[config.mk]
export PLATFORM = sky130hd
export DESIGN_NAME = defuzzy_centroide_flat
export DESIGN_NICKNAME = d
export VERILOG_FILES = /design/src/rtl/fuzzy_pkg.sv /design/src/rtl/defuzzy_centroide_if.sv /design/src/rtl/div_serial.sv /design/src/rtl/defuzzy_centroide.sv /design/src/flat_wrapper.sv
export SDC_FILE = /design/constraint.sdc
export NUM_CORES = 1
export LEC_CHECK = 0
export ABC_CLOCK_PERIOD_IN_PS = 9650
export CORE_ASPECT_RATIO = 0.75
export CORE_MARGIN = 2
export CORE_UTILIZATION = 30
export CTS_CLUSTER_SIZE = 24
export DETAILED_ROUTE_END_ITERATION = 10
export GPL_TIMING_DRIVEN = 1
export HOLD_SLACK_MARGIN = 0.06
export PLACE_DENSITY = 0.54
export SLEW_MARGIN = 20
export SYNTH_ARGS = -nofsm -noshare
export SYNTH_HDL_FRONTEND = slang
export SYNTH_SLANG_ARGS = --single-unit
export TNS_END_PERCENT = 30
[constraint.sdc]
create_clock -name clk_0 -period 9.65 [get_ports clk_0]
set_clock_uncertainty 0.1 [all_clocks]
set_input_delay 1.4475 -clock clk_0 [delete_from_list [all_inputs] [get_ports clk_0]]
set_output_delay 1.4475 -clock clk_0 [all_outputs]
set_load 0.01 [all_outputs]
[src/rtl/fuzzy_pkg.sv]
// Shared constants and types for the centroid defuzzifier.
// Latency: n/a (package only).
// Backpressure: n/a.
package fuzzy_pkg;

    localparam int N_REGRAS = 16;
    localparam int W        = 8;
    localparam int IDX_W    = 4;
    // Sized for 16 terms of 255*255 and 16*255 without wrap.
    localparam int NUM_W    = 20;
    localparam int DEN_W    = 12;
    localparam logic [W-1:0] SAIDA_PADRAO = 8'd128;

    typedef enum logic [1:0] {
        OCIOSO  = 2'd0,
        ACUMULA = 2'd1,
        DIVIDE  = 2'd2,
        PRONTO  = 2'd3
    } estado_t;

endpackage

[src/rtl/defuzzy_centroide_if.sv]
// Rule-term input bus and crisp-output bus of the centroid defuzzifier.
// Latency: n/a (wiring only).
// Backpressure: none; the producer watches ocupado and the consumer takes saida_valida as a pulse.
// Signals: inicio/regra_valida/regra_idx/peso/centroide/fim_regras (master -> slave),
//          saida_defuzzy/saida_valida/ocupado/erro_regra (slave -> master).
interface defuzzy_centroide_if
    import fuzzy_pkg::*;
#(
    parameter int DW = W
);
    logic             inicio;
    logic             regra_valida;
    logic [IDX_W-1:0] regra_idx;
    logic [DW-1:0]    peso;
    logic [DW-1:0]    centroide;
    logic             fim_regras;
    logic [DW-1:0]    saida_defuzzy;
    logic             saida_valida;
    logic             ocupado;
    logic             erro_regra;

    modport master (
        output inicio, regra_valida, regra_idx, peso, centroide, fim_regras,
        input  saida_defuzzy, saida_valida, ocupado, erro_regra
    );

    modport slave (
        input  inicio, regra_valida, regra_idx, peso, centroide, fim_regras,
        output saida_defuzzy, saida_valida, ocupado, erro_regra
    );
endinterface

[src/rtl/div_serial.sv]
// Serial restoring divider, one quotient bit per clock, truncating.
// Latency: o_done pulses NUM_BITS cycles after i_start; the first bit is resolved on the start edge.
// Backpressure: none; i_start restarts immediately and discards any division in flight.
// Ports: clk, rst_n, i_start, i_dividend, i_divisor -> o_quotient, o_done.
module div_serial
    import fuzzy_pkg::*;
#(
    parameter int NUM_BITS = NUM_W,
    parameter int DEN_BITS = DEN_W
)(
    input  logic                clk,
    input  logic                rst_n,
    input  logic                i_start,
    input  logic [NUM_BITS-1:0] i_dividend,
    input  logic [DEN_BITS-1:0] i_divisor,
    output logic [NUM_BITS-1:0] o_quotient,
    output logic                o_done
);
    localparam int CNT_W = $clog2(NUM_BITS + 1);
    localparam logic [CNT_W-1:0] ULTIMO = CNT_W'(NUM_BITS - 1);

    logic [DEN_BITS-1:0] r_rem, r_den;
    logic [NUM_BITS-1:0] r_quo;
    logic [CNT_W-1:0]    r_cnt;
    logic                r_busy, r_done;

    logic [DEN_BITS-1:0] w_rem_src, w_den_src, w_rem_next;
    logic [NUM_BITS-1:0] w_quo_src, w_quo_next;
    logic [DEN_BITS:0]   w_shift;
    logic                w_bit;

    // r_quo holds the dividend bits not yet consumed at the top and the
    // quotient bits already produced at the bottom.
    always_comb begin
        w_rem_src  = i_start ? '0         : r_rem;
        w_quo_src  = i_start ? i_dividend : r_quo;
        w_den_src  = i_start ? i_divisor  : r_den;
        w_shift    = {w_rem_src, w_quo_src[NUM_BITS-1]};
        w_bit      = (w_shift >= {1'b0, w_den_src});
        // The remainder is always below the divisor, so DEN_BITS bits suffice.
        w_rem_next = w_bit ? DEN_BITS'(w_shift - {1'b0, w_den_src}) : w_shift[DEN_BITS-1:0];
        w_quo_next = {w_quo_src[NUM_BITS-2:0], w_bit};
    end

    always_ff @(posedge clk or negedge rst_n) begin
        if (!rst_n) begin
            r_rem  <= '0;
            r_den  <= '0;
            r_quo  <= '0;
            r_cnt  <= '0;
            r_busy <= 1'b0;
            r_done <= 1'b0;
        end else if (i_start) begin
            r_rem  <= w_rem_next;
            r_quo  <= w_quo_next;
            r_den  <= i_divisor;
            r_cnt  <= CNT_W'(1);
            r_busy <= 1'b1;
            r_done <= 1'b0;
        end else if (r_busy) begin
            r_rem  <= w_rem_next;
            r_quo  <= w_quo_next;
            r_cnt  <= r_cnt + CNT_W'(1);
            r_busy <= (r_cnt != ULTIMO);
            r_done <= (r_cnt == ULTIMO);
        end else begin
            r_done <= 1'b0;
        end
    end

    assign o_quotient = r_quo;
    assign o_done     = r_done;
endmodule

[src/rtl/defuzzy_centroide.sv]
// Centroid defuzzifier: sum(peso*centroide)/sum(peso) over one frame of rule terms.
// Latency: saida_valida 21 cycles after the last term (1 cycle when no rule fired).
// Backpressure: none; ocupado is advisory, inicio aborts any frame or division in progress.
// Ports: clk_0, Srst (async, active-low), bus (defuzzy_centroide_if.slave).
module defuzzy_centroide #(
    parameter int               N_REGRAS     = fuzzy_pkg::N_REGRAS,
    parameter int               W            = fuzzy_pkg::W,
    parameter logic [W-1:0]     SAIDA_PADRAO = fuzzy_pkg::SAIDA_PADRAO
)(
    input  logic                clk_0,
    input  logic                Srst,
    defuzzy_centroide_if.slave  bus
);
    import fuzzy_pkg::*;

    estado_t             r_estado, w_prox;
    logic [NUM_W-1:0]    r_num, w_num_base, w_num_next;
    logic [DEN_W-1:0]    r_den, w_den_base, w_den_next;
    logic [N_REGRAS-1:0] r_mask, w_mask_base, w_mask_next;
    logic [W-1:0]        r_saida;
    logic                r_erro;

    logic [2*W-1:0]      w_prod;
    logic                w_janela, w_dup, w_soma, w_fim, w_fim_zero, w_inicia_div, w_carrega_div;
    logic [NUM_W-1:0]    w_quo;
    logic                w_div_done;
    logic [W-1:0]        w_quo_sat;

    // Datapath: inicio clears first, so a term presented with inicio starts the new frame.
    always_comb begin
        w_num_base    = bus.inicio ? '0 : r_num;
        w_den_base    = bus.inicio ? '0 : r_den;
        w_mask_base   = bus.inicio ? '0 : r_mask;
        w_janela      = bus.regra_valida && (bus.inicio || (r_estado == ACUMULA));
        w_dup         = w_janela && w_mask_base[bus.regra_idx];
        w_soma        = w_janela && !w_dup;
        w_prod        = bus.peso * bus.centroide;
        w_num_next    = w_soma ? (w_num_base + NUM_W'(w_prod)) : w_num_base;
        w_den_next    = w_soma ? (w_den_base + DEN_W'(bus.peso)) : w_den_base;
        w_mask_next   = w_soma ? (w_mask_base | (N_REGRAS'(1) << bus.regra_idx)) : w_mask_base;
        // A duplicate term is dropped but its fim_regras still closes the frame.
        w_fim         = w_janela && bus.fim_regras;
        w_inicia_div  = w_fim && (w_den_next != '0);
        w_fim_zero    = w_fim && (w_den_next == '0);
        w_carrega_div = (r_estado == DIVIDE) && !bus.inicio && w_div_done;
        w_quo_sat     = (|w_quo[NUM_W-1:W]) ? '1 : w_quo[W-1:0];
    end

    // FSM: next state
    always_comb begin
        w_prox = r_estado;
        if (w_fim) begin
            w_prox = w_inicia_div ? DIVIDE : PRONTO;
        end else if (bus.inicio) begin
            w_prox = ACUMULA;
        end else begin
            case (r_estado)
                DIVIDE:  if (w_div_done) w_prox = PRONTO;
                PRONTO:  w_prox = OCIOSO;
                default: w_prox = r_estado;
            endcase
        end
    end

    // FSM: state register plus frame accumulators
    always_ff @(posedge clk_0 or negedge Srst) begin
        if (!Srst) begin
            r_estado <= OCIOSO;
            r_num    <= '0;
            r_den    <= '0;
            r_mask   <= '0;
            r_saida  <= SAIDA_PADRAO;
            r_erro   <= 1'b0;
        end else begin
            r_estado <= w_prox;
            r_num    <= w_num_next;
            r_den    <= w_den_next;
            r_mask   <= w_mask_next;
            r_erro   <= w_dup;
            if (w_fim_zero) begin
                r_saida <= SAIDA_PADRAO;
            end else if (w_carrega_div) begin
                r_saida <= w_quo_sat;
            end
        end
    end

    // FSM: outputs
    always_comb begin
        bus.ocupado      = (r_estado == ACUMULA) || (r_estado == DIVIDE);
        bus.saida_valida = (r_estado == PRONTO);
    end

    assign bus.saida_defuzzy = r_saida;
    assign bus.erro_regra    = r_erro;

    div_serial #(
        .NUM_BITS (NUM_W),
        .DEN_BITS (DEN_W)
    ) u_div (
        .clk        (clk_0),
        .rst_n      (Srst),
        .i_start    (w_inicia_div),
        .i_dividend (w_num_next),
        .i_divisor  (w_den_next),
        .o_quotient (w_quo),
        .o_done     (w_div_done)
    );
endmodule

[src/flat_wrapper.sv]
// flat-port wrapper written by rule: the top's interface ports become plain ports
module defuzzy_centroide_flat import fuzzy_pkg::*;
#(
    parameter int               N_REGRAS     = fuzzy_pkg::N_REGRAS,
    parameter int               W            = fuzzy_pkg::W,
    parameter logic [W-1:0]     SAIDA_PADRAO = fuzzy_pkg::SAIDA_PADRAO
)
  (clk_0, Srst, bus_inicio, bus_regra_valida, bus_regra_idx, bus_peso, bus_centroide, bus_fim_regras, bus_saida_defuzzy, bus_saida_valida, bus_ocupado, bus_erro_regra);
  defuzzy_centroide_if bus_i ();
  input  logic clk_0;
  input  logic Srst;
  input wire logic [$bits(bus_i.inicio)-1:0] bus_inicio;
  input wire logic [$bits(bus_i.regra_valida)-1:0] bus_regra_valida;
  input wire logic [$bits(bus_i.regra_idx)-1:0] bus_regra_idx;
  input wire logic [$bits(bus_i.peso)-1:0] bus_peso;
  input wire logic [$bits(bus_i.centroide)-1:0] bus_centroide;
  input wire logic [$bits(bus_i.fim_regras)-1:0] bus_fim_regras;
  output wire logic [$bits(bus_i.saida_defuzzy)-1:0] bus_saida_defuzzy;
  output wire logic [$bits(bus_i.saida_valida)-1:0] bus_saida_valida;
  output wire logic [$bits(bus_i.ocupado)-1:0] bus_ocupado;
  output wire logic [$bits(bus_i.erro_regra)-1:0] bus_erro_regra;
  assign bus_i.inicio = bus_inicio;
  assign bus_i.regra_valida = bus_regra_valida;
  assign bus_i.regra_idx = bus_regra_idx;
  assign bus_i.peso = bus_peso;
  assign bus_i.centroide = bus_centroide;
  assign bus_i.fim_regras = bus_fim_regras;
  assign bus_saida_defuzzy = bus_i.saida_defuzzy;
  assign bus_saida_valida = bus_i.saida_valida;
  assign bus_ocupado = bus_i.ocupado;
  assign bus_erro_regra = bus_i.erro_regra;
  defuzzy_centroide #(.N_REGRAS(N_REGRAS), .W(W), .SAIDA_PADRAO(SAIDA_PADRAO)) u_core (.clk_0(clk_0), .Srst(Srst), .bus(bus_i));
endmodule
# ---- Yosys cells after proc, flatten, opt, wreduce, memory -nomap -nowiden
# Index checks and enable logic that the tools add are counted.
dict set report word_totals {
  register_bits 110
  word_cells 76
  inputBits 25
}
dict set report classes {
  shifts 1
  addsub 4
  bitwise 1
  reduce_logical 19
  multipliers 1
  mux 30
  n_eq_ne 6
  n_lt_le_gt_ge 2
}
# op n
set op_table {}
lappend op_table {{$mux 20} 5}
lappend op_table {{$mux 12} 7}
lappend op_table {{$mux 16} 2}
lappend op_table {{$mux 8} 3}
lappend op_table {{$add 20x16->20} 1}
lappend op_table {{$mul 8x8->16} 1}
lappend op_table {{$or 16x16->16} 1}
lappend op_table {{$shl 1x4->16 const A} 1}
lappend op_table {{$ge 13x12->1} 1}
lappend op_table {{$add 12x8->12} 1}
lappend op_table {{$logic_not 12->1} 1}
lappend op_table {{$reduce_bool 12->1} 1}
lappend op_table {{$reduce_or 12->1} 1}
lappend op_table {{$sub 12x12->12} 1}
lappend op_table {{$mux 5} 2}
lappend op_table {{$logic_and 1x1->1} 8}
lappend op_table {{$mux 1} 6}
lappend op_table {{$mux 2} 3}
lappend op_table {{$add 5x1->5 const B} 1}
lappend op_table {{$eq 5x5->1 const B} 1}
lappend op_table {{$lt 4x5->1 const B} 1}
lappend op_table {{$ne 5x5->1 const B} 1}
lappend op_table {{$bmux 1 s4} 1}
lappend op_table {{$eq 2x2->1 const B} 2}
lappend op_table {{8 further kinds} 11}

# ---- Longest topological paths before layout
dict set report logic_depth {
  depth_word 14
  depth_mapped 34
  mapped_depth_nobuf 31
}

# ---- Modules after synthesis
# A second synthesis with hierarchy kept.
dict set report unflattened {
  hier_cells 990
  hier_area_um2 9026.2
}
# mod area_per_inst_um2 cells_each n_inst
set modules_own_cells {}
lappend modules_own_cells {defuzzy_centroide 5972.0 666 1}
lappend modules_own_cells {div_serial 3054.2 324 1}

# ---- Worst setup path before layout
# No wires, ideal clock.
dict set report synth_path {
  kind {input port to flip-flop}
  start {in bus_inicio}
  end {reg u_core.u_div.r_rem[4]}
  path_stages 33
  n_path_buf 5
  arrival_ns 8.547
  t_required_ns 9.426
  setup_ns 0.124
  path_slack_ns 0.879
  cell_sequence {buf_2 > inv_1 > clkbuf_1 > clkbuf_1 > nand2_1 > fa_1 > inv_1 > fa_1 > fa_1 > inv_1 > fa_1 > inv_1 > ha_1 > a2111oi_0 > o21ai_0 > a41oi_1 > o2111ai_1 > o311ai_0 > xor2_1 > nor2_1 > mux2i_1 > ha_1 > nor2b_1 > o31a_1 > o31a_1 > o211ai_1 > a21o_1 > clkbuf_1 > nand2b_1 > buf_1 > mux2i_1 > a211oi_1 > a211o_1}
}
dict set report synth_between {
  word_cells_on_any_way 26
  cone_classes {add/sub (3); order compare (1); mux (13); reduce/logical (9)}
}
# item line_no
set synth_lines {}
lappend synth_lines {{start: declaration} flat_wrapper.sv:12} ;# input wire logic [$bits(bus_i.inicio)-1:0] bus_inicio;
lappend synth_lines {{branches (longest 6 deep; another with $add 20x16->20)} --}
lappend synth_lines {{$mux 20 (*)} defuzzy_centroide.sv:38} ;# w_num_next = w_soma ? (w_num_base + NUM_W'(w_prod)) : w_num_base;
lappend synth_lines {{via u_core.u_div.i_dividend[19]} div_serial.sv:14} ;# input logic [NUM_BITS-1:0] i_dividend,
lappend synth_lines {{$mux 20 (*)} div_serial.sv:36} ;# w_quo_src = i_start ? i_dividend : r_quo;
lappend synth_lines {{$sub 12x12->12 / $ge 13x12->1 (equally long branches)} {div_serial.sv:41, div_serial.sv:39}}
lappend synth_lines {{$mux 12 (*)} div_serial.sv:41} ;# w_rem_next = w_bit ? DEN_BITS'(w_shift - {1'b0, w_den_src}) : w_shift[DEN_BITS-1:0];
lappend synth_lines {{$mux 12} div_serial.sv:60} ;# end else if (r_busy) begin
lappend synth_lines {{$mux 12 (*)} div_serial.sv:53} ;# end else if (i_start) begin
lappend synth_lines {{end signal: assignment} div_serial.sv:54} ;# r_rem <= w_rem_next;
lappend synth_lines {{end signal: assignment} div_serial.sv:61} ;# r_rem <= w_rem_next;
lappend synth_lines {{end: declaration} div_serial.sv:22} ;# logic [DEN_BITS-1:0] r_rem, r_den;
# Mark *: on every way through the listed nets, which the timed path passes. The select of a mux whose other input is x is not followed.
# A chain may end at the register's enable or synchronous reset.

# ---- Worst setup path in the final report
dict set report layout_path {
  start {in bus_peso[4]}
  end {reg u_core.u_div.r_rem[0]}
}
dict set report layout_between {
  word_cells_on_any_way 16
  cone_classes {add/sub (3); mul (1); order compare (1); mux (8); reduce/logical (3)}
}
# item line_no
set layout_lines {}
lappend layout_lines {{start: declaration} flat_wrapper.sv:15} ;# input wire logic [$bits(bus_i.peso)-1:0] bus_peso;
lappend layout_lines {{$mul 8x8->16 (*)} defuzzy_centroide.sv:37} ;# w_prod = bus.peso * bus.centroide;
lappend layout_lines {{$add 20x16->20 (*)} defuzzy_centroide.sv:38}
lappend layout_lines {{$mux 20 (*)} defuzzy_centroide.sv:38}
lappend layout_lines {{via u_core.u_div.i_dividend[19]} div_serial.sv:14}
lappend layout_lines {{$mux 20 (*)} div_serial.sv:36}
lappend layout_lines {{$sub 12x12->12 / $ge 13x12->1 (equally long branches)} {div_serial.sv:41, div_serial.sv:39}}
lappend layout_lines {{$mux 12 (*)} div_serial.sv:41}
lappend layout_lines {{$mux 12} div_serial.sv:60}
lappend layout_lines {{$mux 12 (*)} div_serial.sv:53}
# Mark *: on every way through the listed nets, which the timed path passes. The rest lies on a longest branch. The select of a mux whose other input is x is not followed.

==> summary.txt <==
Setup path
  • CP Capture Type: flop
  • Crit path required time: a little under 10 ns
  • Crit Reg-Reg Startpoint: u_core.r_num[4]$_DFF_PN0_
  • Setup crit start kind: primary input
  • Type of the worst setup path: in2reg
  • Worst r2r dst: u_core.u_div.r_rem[0]$_DFFE_PN0P_
  • End point of the critical path: u_core.u_div.r_rem[0]$_DFFE_PN0P_
  • Worst reg2reg path depth: 29
  • Worst Setup SP: bus_peso[4]
  • R2R Setup Slk: roughly 2.4 ns
  • Critical-path maximum fanout: 9
  • Crit path DAT: between 9 and 10 ns

Yosys
  • Post-synthesis sequential area ratio: between 30% and 40%
  • Post-synthesis mux area share: 6.87%
  • Post-synthesis xor/xnor area fraction: under 10%
  • Synth unique cells: between 70 and 80
  • Net count after synthesis: between 1k and 1.5k
  • Yosys warns: 0
  • Cells after Synth: ~920
  • Post-synth EDFFs: 0
  • Post-Synthesis Cell Area: just under 0.009 sq mm
  • Simple-gate share of the synthesized area: 15.8%
  • Syn avg cell area: slightly below 10 sq um
  • Share of flip-flops with an asynchronous set or reset: 100%
  • Ys flop type: dfrtp_1
  • Adder-cell share of the synthesized area: 21.0%
  • Compound-Gate Fraction of Synth Area: about 15%
  • Synth Register Bits: between 100 and 150
  • Largest family of logic cells by synthesized area: adder cells

Clock tree
  • Post-CTS Setup Bufs: 0
  • Worst-Skew Late Latency: approximately 0.37 ns
  • PostCTS Resize Cnt: 0
  • Clock buffer depth: 2
  • Cts bufs inserted: 9
  • H-tree depth: 3
  • CTS tree: done
  • CTS Hold Bufs: 0
  • CTS Root Cell: clkbuf_16
  • Clock Pin Slew Worst Setup and Hold Paths: 0.08 ns
  • Clock sinks: 110

Floorplan
  • Die X: approximately 200 microns
  • Die height: around 150 microns
  • Die area: 0.0308 sq mm
  • Initial Util: 30.4%
  • Core Rows: between 50 and 60
  • Core area: between 0.02 and 0.03 sq mm
  • I/O Pins: 36

Timing
  • Final hold vios: 0
  • Fmax achieved: approximately 110 MHz
  • Period utilization: about 90%
  • Final worst path period need: 8.91 ns
  • Post-route setup TNS: 0 ns
  • Least-Margin Pin Slew: just under 1 ns
  • Slew headroom: 33.5%
  • Slew Viols, Final: 0
  • WHS: approximately 0.4 ns
  • RSZ-0062 raised after global routing: false
  • Setup violators final: 0

Placed design
  • Post-place instance area: 0.00959 sq mm
  • Hpwl dp: between 15000 and 20000 microns
  • Gp weighted congestion: 0.791
  • PortBufs: 35
  • Placed Cells: 1325

Finish
  • Area Overhead vs Synth: 12.7%
  • Layout cells sized above 1: under 10%
  • FILL cells: roughly 2.9k
  • Post-layout util: 34.3%
  • Antenna diode count: 0
  • Nets: 1086
  • Post-route cell area: between 0.009 and 0.01 sq mm
  • Finished Layout Cells: about 1.3k

Drt
  • Final wirelength: about 20000 microns
  • Vias per cell: around 4.8
  • Drt wl/cell: around 15 microns
  • Drt drc: 0
  • TritonRoute pass-1 iters: 5
  • Drt initial violations: just under 400
  • Post-route ant nets: 0
  • Via Count: around 6.4k

Global routing
  • Pin count of the biggest net entering global routing: just under 70
  • Global-route wire length before repair: 34500 microns
  • Initial antenna violation count: 0
  • Global route overflow: 0
  • Total GRT Usage: about 14%
  • Number of global-route vias before repair: 6529

Min path
  • Hold WC Path Type: reg2reg

Power
  • PD cells: about 270 mW/mm^2
  • VDD IR-drop max: 133 uV
  • Leakage: 4.87 nW

Run status
  • Status: completed

Flow run
  • Max cap viols: 0
## layout make-up
type / instances / area [sq um] / share of cell area (%)
Tap cell: 392 / 490 / 4.94
Multi-Input combinational cell: 657 / 5460 / 55.0
Clock buffer: 9 / 225 / 2.27
Inverter: 118 / 443 / 4.46
Clock inverter: 7 / 114 / 1.15
Timing Repair Buffer: 48 / 445 / 4.48
Sequential cell: 110 / 2760 / 27.7
## registers in the layout, indices dropped and copies added, names as in the netlist
| register | count |
|---|---|
| u_core.r_num | 20 |
| u_core.u_div.o_quotient | 20 |
| u_core.r_mask | 16 |
| u_core.r_den | 12 |
| u_core.u_div.r_den | 12 |
| u_core.u_div.r_rem | 12 |
| u_core.bus.saida_defuzzy | 8 |
| u_core.u_div.r_cnt | 5 |
| u_core.r_estado | 2 |
| u_core.bus.erro_regra | 1 |
| u_core.u_div.o_done | 1 |
| u_core.u_div.r_busy | 1 |
## worst max-delay path: stages
cell	delay, ns
clkdlybuf4s50_1	0.60
and2_1	0.28
fa_1	0.48
fa_1	0.52
fa_1	0.54
inv_1	0.05
fa_1	0.53
inv_1	0.04
ha_1	0.32
a2111oi_0	0.42
o21ai_0	0.24
a41oi_1	0.35
o2111ai_1	0.20
o311ai_0	0.43
xor2_1	0.18
nor2_1	0.09
mux2i_1	0.16
ha_1	0.20
nor2b_1	0.06
o31a_1	0.28
o31a_1	0.31
o211ai_1	0.27
a21oi_2	0.17
nor2_1	0.40
nand2_1	0.10
a311oi_1	0.30
a211o_1	0.14
## per-stage QoR
| stage | power (W) | worst slack [ns] |
|---|---|---|
| 6_report | 0.00263 | 0.740 |
| 3_3_place_gp | 0.00221 | 0.424 |
| 5_1_grt | 0.00291 | 0.00627 |
| 4_1_cts | 0.00266 | 0.544 |
| 2_1_floorplan | 0.00186 | 0.879 |
| 3_5_place_dp | 0.00222 | 0.156 |
## layout by cell type, fill, tap and decap left out, types with 7 or more instances in the layout
| cell type | count |
|---|---|
| a21o_1 | 18 |
| a21oi_1 | 21 |
| and2_1 | 46 |
| buf_4 | 14 |
| clkbuf_16 | 9 |
| clkdlybuf4s50_1 | 34 |
| dfrtp_1 | 108 |
| fa_1 | 52 |
| ha_1 | 65 |
| inv_1 | 107 |
| inv_2 | 11 |
| mux2_2 | 11 |
| mux2i_1 | 47 |
| nand2_1 | 87 |
| nand2b_1 | 14 |
| nand3_1 | 10 |
| nand4_1 | 7 |
| nor2_1 | 38 |
| nor2b_1 | 31 |
| nor3_1 | 9 |
| o21a_1 | 16 |
| o21ai_0 | 23 |
| o21ai_1 | 15 |
| o221a_2 | 7 |
| o2bb2ai_1 | 16 |
| xnor2_1 | 14 |
| xor2_1 | 15 |
## Yosys cell counts, types with 6 or more instances
cell type / instances / area share, %
nand2_1: 87 / 3.7
nand4_1: 7 / 0.50
xnor2_1: 14 / 1.4
mux2i_1: 47 / 5.3
fa_1: 52 / 12
nand2b_1: 14 / 0.99
nor3_1: 9 / 0.51
o2bb2ai_1: 16 / 1.6
mux2_2: 11 / 1.4
inv_1: 107 / 4.6
nor2b_1: 31 / 2.2
inv_2: 11 / 0.47
o21ai_1: 15 / 0.85
o21a_1: 16 / 1.4
nand3_1: 10 / 0.57
a21o_1: 18 / 1.5
ha_1: 65 / 9.2
nor2_1: 38 / 1.6
clkbuf_1: 16 / 0.68
and2_1: 46 / 3.3
buf_6: 6 / 0.77
o21ai_0: 23 / 1.3
xor2_1: 15 / 1.5
o221a_2: 7 / 0.89
dfrtp_1: 109 / 31
a21oi_1: 22 / 1.2
## metal layers
layer | wire, microns | vias to the layer above | global-route usage (%)
li1 | - | 3181 | -
met1 | 10600 | 3153 | 20.8
met2 | 8780 | 90 | 20.8
met3 | 788 | 12 | 2.44
met4 | 176 | 0 | 2.91
met5 | 0 | - | 0
## report_power, final
part	internal [W]	switching [W]
sequential	0.000595	0.000109
clock	0.000235	0.000194
combinational	0.000687	0.000814
## how the worst min path moves through the flow
stage	start	endpoint	cells past startpoint
2_1_floorplan	u_core.r_mask[0]$_DFF_PN0_	u_core.r_mask[0]$_DFF_PN0_	1
3_3_place_gp	u_core.r_mask[15]$_DFF_PN0_	u_core.r_mask[15]$_DFF_PN0_	1
3_5_place_dp	u_core.r_mask[2]$_DFF_PN0_	u_core.r_mask[2]$_DFF_PN0_	1
4_1_cts	u_core.r_mask[6]$_DFF_PN0_	u_core.r_mask[6]$_DFF_PN0_	1
5_1_grt	u_core.r_mask[13]$_DFF_PN0_	u_core.r_mask[13]$_DFF_PN0_	1
6_report	u_core.r_mask[0]$_DFF_PN0_	u_core.r_mask[0]$_DFF_PN0_	1
## cells by family after synthesis
family	after synthesis
AO/OA/AOI/OAI	182
adder cells (fa/ha/maj)	117
AND/OR/NAND/NOR	270
XOR/XNOR	29
flip-flops	110
multiplexers	59
buffers and inverters	150
Power figures use the tool's default switching activity.
==> edit, RTL diff (same settings) <==
The 4 values of `estado_t` get a Gray code encoding in 2 bits.
--- a/src/rtl/fuzzy_pkg.sv
+++ b/src/rtl/fuzzy_pkg.sv
@@ -12,10 +12,10 @@
     localparam logic [W-1:0] SAIDA_PADRAO = 8'd128;
 
     typedef enum logic [1:0] {
-        OCIOSO  = 2'd0,
-        ACUMULA = 2'd1,
-        DIVIDE  = 2'd2,
-        PRONTO  = 2'd3
+        OCIOSO  = 2'b00,
+        ACUMULA = 2'b01,
+        DIVIDE  = 2'b11,
+        PRONTO  = 2'b10
     } estado_t;
 
 endpackage
Behaviour: no difference found for any inputs over 10 cycles, from zero or initial values and one cycle with Srst low; not proved beyond that.
==> edit against the unedited design <==
Design area fell by 2.5%. Utilization rose by 0.17 points. Count of clock-buffer cells in the layout rose by 2. Worst setup slack worse by 0.18 ns. Non-clock buffer count stayed put. Critical path type unchanged. Critical endpoint is now u_core.u_div.r_rem[10]$_DFFE_PN0P_. Sequential power is 3% lower. Largest power group unchanged. Wire length down 0.67%. Sequential cell count did not move. Synthesized area shrank 2.4%. Power decreased by 4.5%. Via count decreased by 2.4%. Die area decreased by 2.4%. Maximum frequency down 1.9%.
==> edit: results (changes against the unedited design) <==
stage,metric,value,unit,change
power_and_ir_drop,power_frac_clock,14.7,%,-1.6 points
route,wl_per_cell,15.3,µm,+1.3%
finish,fillCellCount,2936,,+0.65%
power_and_ir_drop,seq_power,686,µW,-3%
grt,grt_pass1_wl,33.9,mm,-1.5%
worst_setup_path,rr_worst_depth,31,,+6.9%
timing,whs,0.381,ns,-0.0106 ns
logic_synthesis,syn_avg_cell_area,9.58,µm²,-0.38%
timing,timing.final.crit_period,9.08,ns,+0.175 ns
logic_synthesis,ys_seq_area_share,32.0,%,+0.78 points
placement,gp_congestion,0.793,,+0.18%
min_path,holdPathEnd,u_core.r_mask[9]$_DFF_PN0_,,
worst_setup_path,setup.worst_path.start,bus_peso[1],,
worst_setup_path,critPathArrivalTime,9.23,ns,+0.12 ns
worst_setup_path,max_stage_delay,0.77,ns,+0.17 ns
placement,postPlaceCellArea,9370,µm²,-2.3%
finish,nets,1064,,-2.0%
min_path,worstHoldStart,u_core.r_mask[9]$_DFF_PN0_,,
logic_synthesis,synth_mux_area_share,5.94,%,-0.93 points
worst_setup_path,reg2reg_slack,2.21,ns,-0.15 ns
finish,utilization,34.4,%,+0.17 points
grt,grt_pass1_vias,6396,,-2.0%
logic_synthesis,synth-compound-area-share,14.9,%,-0.23 points
power_and_ir_drop,p_total,2510,µW,-4.5%
logic_synthesis,synth_fa_ha_area_share,21.1,%,+0.090 points
route,num_vias,6282,,-2.4%
finish,drive_gt1_share,7.31,%,-0.59 points
worst_setup_path,cp_max_fo,10,,+1
run_status,status,finished clean,,
worst_setup_path,critPathCapture,u_core.u_div.r_rem[10]$_DFFE_PN0P_,,
grt,gr-usage-all-layers,14.3,%,+0.47 points
placement,dpl.hpwl,15.3,mm,-3.8%
-- edit: area by class of cell --
type | instances | share of cell area, %
Inverter | 115 | 4.46
Clock inverter | 5 | 0.426
Sequential cell | 110 | 28.4
Clock buffer | 11 | 2.51
Tap cell | 385 | 4.97
Timing Repair Buffer | 48 | 4.83
Multi-Input combinational cell | 641 | 54.4
-- edit: worst max-delay path: cells and delay by family --
kind | cells | cell delay [ns]
xor gates and xnor gates | 1 | 0.16
adders and majority gates | 7 | 2.93
AOI/OAI and AO/OA | 13 | 2.55
muxes | 2 | 0.28
and+or+nand+nor | 5 | 0.93
buffers and inverters | 4 | 0.91
-- edit: kinds of logic after synthesis --
family,after synthesis
DFF,110
AOI/OAI and AO/OA,179
and+or+nand+nor,275
xor gates and xnor gates,30
muxes,43
adders and majority gates,114
buffers and inverters,147
-- edit: per-layer routing --
layer	wire length (µm)	track usage, %	share of wire (%)
met1	10700	21.4	53
met2	8770	21.9	43
met3	585	2.67	2.9
met4	124	1.96	0.61
met5	0	0	0
